--- src/rtl/pipe_word_serializer_pkg.sv ---
// Shared constants and FSM encoding for the pipeline word serializer.
package pipe_word_serializer_pkg;

  localparam int BYTE_W = 8;
  localparam int WORD_W = 24;

  typedef enum logic [1:0] {
    S_IDLE = 2'b00,
    S_B0   = 2'b01,
    S_B1   = 2'b10,
    S_B2   = 2'b11
  } ser_state_e;

endpackage

--- src/rtl/word_fifo2.sv ---
// Two-entry word buffer between the upstream pipeline and the serializer.
// Pushes are refused when full and pops when empty, so it cannot over/underflow.
module word_fifo2
  import pipe_word_serializer_pkg::*;
#(
  parameter int DEPTH = 2
) (
  input  logic              clk,
  input  logic              rst,
  input  logic              clr,
  input  logic              push,
  input  logic              pop,
  input  logic [WORD_W-1:0] din,
  output logic [WORD_W-1:0] head,
  output logic [1:0]        count
);

  logic [WORD_W-1:0] mem [DEPTH];
  logic              wr_ptr;
  logic              rd_ptr;
  logic              do_push;
  logic              do_pop;

  assign do_push = push && (count != 2'(DEPTH));
  assign do_pop  = pop && (count != 2'd0);
  assign head    = mem[rd_ptr];

  // Storage, pointers and occupancy; clr empties the buffer without touching data.
  always_ff @(posedge clk or negedge rst) begin
    if (!rst) begin
      for (int i = 0; i < DEPTH; i++) mem[i] <= '0;
      wr_ptr <= 1'b0;
      rd_ptr <= 1'b0;
      count  <= 2'd0;
    end else if (clr) begin
      wr_ptr <= 1'b0;
      rd_ptr <= 1'b0;
      count  <= 2'd0;
    end else begin
      if (do_push) begin
        mem[wr_ptr] <= din;
        wr_ptr      <= ~wr_ptr;
      end
      if (do_pop) rd_ptr <= ~rd_ptr;
      case ({do_push, do_pop})
        2'b10:   count <= count + 2'd1;
        2'b01:   count <= count - 2'd1;
        default: count <= count;
      endcase
    end
  end

endmodule

--- src/rtl/pipe_word_serializer.sv ---
// Accepts 24-bit words from a three-stage pipeline and emits them as three
// bytes, oldest byte first, over a valid/ready byte stream.
module pipe_word_serializer
  import pipe_word_serializer_pkg::*;
#(
  parameter int DEPTH = 2
) (
  input  logic              clk,
  input  logic              rst,
  input  logic [WORD_W-1:0] word_in,
  input  logic              word_valid,
  output logic              Ld,
  input  logic              clr,
  output logic [BYTE_W-1:0] dout,
  output logic              dout_valid,
  input  logic              dout_ready,
  output logic              dout_last,
  output logic [7:0]        word_cnt
);

  ser_state_e        state;
  ser_state_e        state_next;
  logic [WORD_W-1:0] shift_reg;
  logic [WORD_W-1:0] fifo_head;
  logic [1:0]        fifo_count;
  logic              fifo_nonempty;
  logic              push;
  logic              pop;
  logic              hs;

  // Accept is decided from buffer occupancy only, never from a same-cycle pop.
  assign Ld            = word_valid && (fifo_count < 2'(DEPTH)) && !clr;
  assign push          = word_valid && Ld;
  assign hs            = dout_valid && dout_ready;
  assign fifo_nonempty = (fifo_count != 2'd0);

  word_fifo2 #(
    .DEPTH (DEPTH)
  ) u_fifo (
    .clk   (clk),
    .rst   (rst),
    .clr   (clr),
    .push  (push),
    .pop   (pop),
    .din   (word_in),
    .head  (fifo_head),
    .count (fifo_count)
  );

  // State register.
  always_ff @(posedge clk or negedge rst) begin
    if (!rst) state <= S_IDLE;
    else      state <= state_next;
  end

  // Next-state and pop decision; clr overrides every other transition.
  always_comb begin
    state_next = state;
    pop        = 1'b0;
    if (clr) begin
      state_next = S_IDLE;
    end else begin
      case (state)
        S_IDLE: begin
          if (fifo_nonempty) begin
            pop        = 1'b1;
            state_next = S_B0;
          end
        end
        S_B0: if (hs) state_next = S_B1;
        S_B1: if (hs) state_next = S_B2;
        S_B2: begin
          if (hs) begin
            if (fifo_nonempty) begin
              pop        = 1'b1;
              state_next = S_B0;
            end else begin
              state_next = S_IDLE;
            end
          end
        end
        default: state_next = S_IDLE;
      endcase
    end
  end

  // Byte outputs are a pure function of state and the held word.
  always_comb begin
    dout       = '0;
    dout_valid = 1'b0;
    dout_last  = 1'b0;
    case (state)
      S_B0: begin
        dout       = shift_reg[7:0];
        dout_valid = 1'b1;
      end
      S_B1: begin
        dout       = shift_reg[15:8];
        dout_valid = 1'b1;
      end
      S_B2: begin
        dout       = shift_reg[23:16];
        dout_valid = 1'b1;
        dout_last  = 1'b1;
      end
      default: begin
        dout       = '0;
        dout_valid = 1'b0;
        dout_last  = 1'b0;
      end
    endcase
  end

  // Capture the buffer head whenever a word leaves the FIFO.
  always_ff @(posedge clk or negedge rst) begin
    if (!rst)     shift_reg <= '0;
    else if (pop) shift_reg <= fifo_head;
  end

  // Count words whose last byte was accepted; flush does not clear it.
  always_ff @(posedge clk or negedge rst) begin
    if (!rst)                                word_cnt <= 8'd0;
    else if (!clr && state == S_B2 && hs)    word_cnt <= word_cnt + 8'd1;
  end

endmodule

--- config.mk ---
export PLATFORM = sky130hd
export DESIGN_NAME = pipe_word_serializer
export DESIGN_NICKNAME = d
export VERILOG_FILES = /design/src/rtl/pipe_word_serializer_pkg.sv /design/src/rtl/word_fifo2.sv /design/src/rtl/pipe_word_serializer.sv
export SDC_FILE = /design/constraint.sdc
export NUM_CORES = 1
export LEC_CHECK = 0
export ABC_AREA = 1
export CORE_MARGIN = 8
export CORE_UTILIZATION = 50
export CTS_CLUSTER_DIAMETER = 120
export DETAILED_ROUTE_END_ITERATION = 7
export PLACE_DENSITY = 0.72
export REMOVE_ABC_BUFFERS = 1
export SYNTH_ARGS = -nofsm -noshare
export SYNTH_HDL_FRONTEND = slang
export SYNTH_HIERARCHICAL = 1
export SYNTH_SLANG_ARGS = --single-unit
--- constraint.sdc ---
create_clock -name clk -period 4.42 [get_ports clk]
set_input_delay 0.884 -clock clk [delete_from_list [all_inputs] [get_ports clk]]
set_output_delay 0.884 -clock clk [all_outputs]
set_load 0.1 [all_outputs]
==> results.json <==
{
  "final.setup.tns_ps": 0,
  "netlist_area_mm2": 0.00417,
  "crit_type": "reg2out",
  "num_io_pins": 48,
  "port_buffers": 47,
  "start_util_pct": 51.3,
  "r2r_cells": 3,
  "startpoint_type": "register",
  "cp_slowest_cell": "clkdlybuf4s50_1",
  "crit_chain": "inv_1, ha_1, inv_1, clkdlybuf4s50_1",
  "place_area_mm2": 0.00460,
  "fillers": 764,
  "area_delta_synth_final_pct": 15.7,
  "required_ps": 3540,
  "final_area_mm2": 0.00483,
  "synth_area_leaders": "dfrtp_1 52%, nand2_1 23%, inv_1 4.4%, o21ai_0 2.6%, o21ai_1 2.5%",
  "synth_compound_area_share_pct": 7.56,
  "synthesis.instances": 533,
  "synthDistinctLibCells": 30,
  "clockRootBuffer": "clkbuf_8",
  "slowest_delay_ps": 1220,
  "vdd_drop_max_mv": 0.201,
  "cts_setup_buffers": 0,
  "period_minus_slack_ps": 3530,
  "cp.arrival_ps": 2650,
  "syn_area_per_cell_um2": 7.83,
  "grt_use_total_pct": 15.7,
  "gp_congestion": 0.800,
  "avgViaCountPerCell": 4.82,
  "ys_ff_latch": 86,
  "synth_top_area_share_pct": 51.6,
  "relSlewSlack_pct": 29.8,
  "crit_path_max_fanout": 12,
  "place_hpwl_mm": 5.30,
  "dp_cells": 664,
  "cts_buffer_depth": 2,
  "yosys.area_share.xor_xnor_pct": 0.840,
  "tightest_slew_ps": 1050,
  "grt_max_degree": 87,
  "synth_edf_count": 0,
  "ys_warn_count": 6,
  "yosysSeqAreaShare_pct": 51.6,
  "rr_startpoint": "u_fifo/rd_ptr",
  "ant_nets": 0,
  "rsz0062_at_grt": "no",
  "synth.most_common_cell": "nand2_1",
  "synthMuxAreaShare_pct": 0,
  "grt_pass1_vias": 3219,
  "drive_above_1_share_pct": 9.39,
  "power_density_mw_per_mm2": 570,
  "path_clk_slew_ps": 80,
  "post_cts_resize_count": 0,
  "grt_pass1_wl_mm": 14.8,
  "final_max_slew_viol_count": 0,
  "grt_overflow_total": 0,
  "die_x_um": 107,
  "hold_viol_final": 0,
  "row_count": 33,
  "firstDrtPassIters": 4,
  "synth_fa_ha_area_share_pct": 1.50,
  "end_kind": "primary output",
  "crit_start": "state[0]",
  "coreArea_mm2": 0.00813,
  "synthSimpleGateAreaFrac_pct": 30.0,
  "antenna_found_initial": 0,
  "drt_wl_total_mm": 8.33,
  "max-cap-violations": 0,
  "fin_crit_sh_pct": 79.9,
  "cts_tree": "yes",
  "hold_depth": 2,
  "synth_common_cells": "260 x nand2_1, 86 x dfrtp_1, 49 x inv_1",
  "cts_buffers": 9,
  "netlist.top_cell.by_area": "dfrtp_1",
  "nNetsFinal": 604,
  "fin_cells": 680,
  "status": "finished, final reports clean",
  "synthFlopType": "dfrtp_1",
  "r2r_slack_ps": 1880,
  "largest_reg_flops": 48,
  "n_antenna_cell": 0,
  "whs_ps": 487,
  "leakagePower_nw": 2.56,
  "async_reset_ff_share_pct": 100,
  "skew_ps": 8.80,
  "holdBufCountCts": 0,
  "dieArea_mm2": 0.0115,
  "clkLatencyLatePin_ps": 360,
  "drc": 0,
  "clock.fmax_ghz": 0.283,
  "holdCritPathClass": "reg2reg",
  "cts.sinks": 86,
  "setup-violations-final": 0,
  "fp.dieH_um": 107,
  "drt-wirelength-per-cell_um": 12.2,
  "drt_iter0_markers": 160,
  "endpoint": "dout_valid",
  "path_common_cell": "inv_1",
  "htreeDepth": 3,
  "synth_top_family_by_area": "simple AND/OR/NAND/NOR gates",
  "worstReg2RegEnd": "u_fifo/rd_ptr",
  "vias": 3275
}
## logic make-up after synthesis
kind of cell / count (synthesis)
AO/OA/AOI/OAI: 54
XOR/XNOR: 4
adder cells (fa/ha/maj): 5
buffers and inverters: 75
flip-flops: 86
AND/OR/NAND/NOR: 309
## metrics by stage
step | total power, mW | util, % | setup WS, ps
floorplan | 1.90 | - | 440
global placement | 2.13 | 56.6 | 1330
detailed placement | 2.16 | 56.6 | 1180
CTS | 2.78 | 59.3 | 880
global route | 2.95 | 59.3 | 761
finish | 2.75 | 59.3 | 889
## placed cells by master, fill, tap and decap left out, types with 2 or more instances in the layout
cell type,n
buf_4,12
bufinv_16,2
clkbuf_8,9
clkdlybuf4s50_1,37
clkinvlp_4,2
dfrtp_1,86
ha_1,5
inv_1,49
nand2_1,260
nand2_2,10
nand3_1,13
nand4_1,4
nor2_1,15
nor3b_1,2
o21ai_0,22
o21ai_1,21
o21ai_2,9
xnor2_1,3
## worst max-delay path: cells and delay by family, from the launching register on
| kind | cells | cell delay (ps) |
|---|---|---|
| adders and majority gates | 1 | 220 |
| DFF | 1 | 420 |
| buffers and inverters | 3 | 1650 |
## routing by layer
metal | vias up | part of all wire (%) | track usage (%) | wire [µm]
li1 | 1696 | - | - | -
met1 | 1516 | 48 | 19.9 | 3990
met2 | 54 | 46 | 25.9 | 3860
met3 | 9 | 4.3 | 3.05 | 354
met4 | 0 | 1.5 | 6.24 | 124
met5 | - | 0 | 0 | 0
## power by group
group / internal, mW / switching [mW] / leakage, nW
logic: 0.291 / 0.664 / 1.35
registers: 1.03 / 0.152 / 1.11
clock network: 0.320 / 0.291 / 0.106
total: 1.64 / 1.11 / 2.56
## cell type report
| type | count | area, µm² | share of cell area (%) |
|---|---|---|---|
| Sequential cell | 86 | 2150 | 44.6 |
| Multi-Input combinational cell | 372 | 1660 | 34.5 |
| Timing Repair Buffer | 49 | 460 | 9.54 |
| Inverter | 52 | 198 | 4.10 |
| Tap cell | 105 | 131 | 2.72 |
| Clock buffer | 9 | 124 | 2.57 |
| Clock inverter | 7 | 97.6 | 2.02 |
## worst min-delay path by stage
stage                  startpoint       endpoint
global placement     shift_reg[9]   shift_reg[9]
finish              shift_reg[17]  shift_reg[17]
floorplan            shift_reg[9]   shift_reg[9]
global route        shift_reg[20]  shift_reg[20]
CTS                  shift_reg[5]   shift_reg[5]
detailed placement   shift_reg[1]   shift_reg[1]
Power figures use the tool's default switching activity.
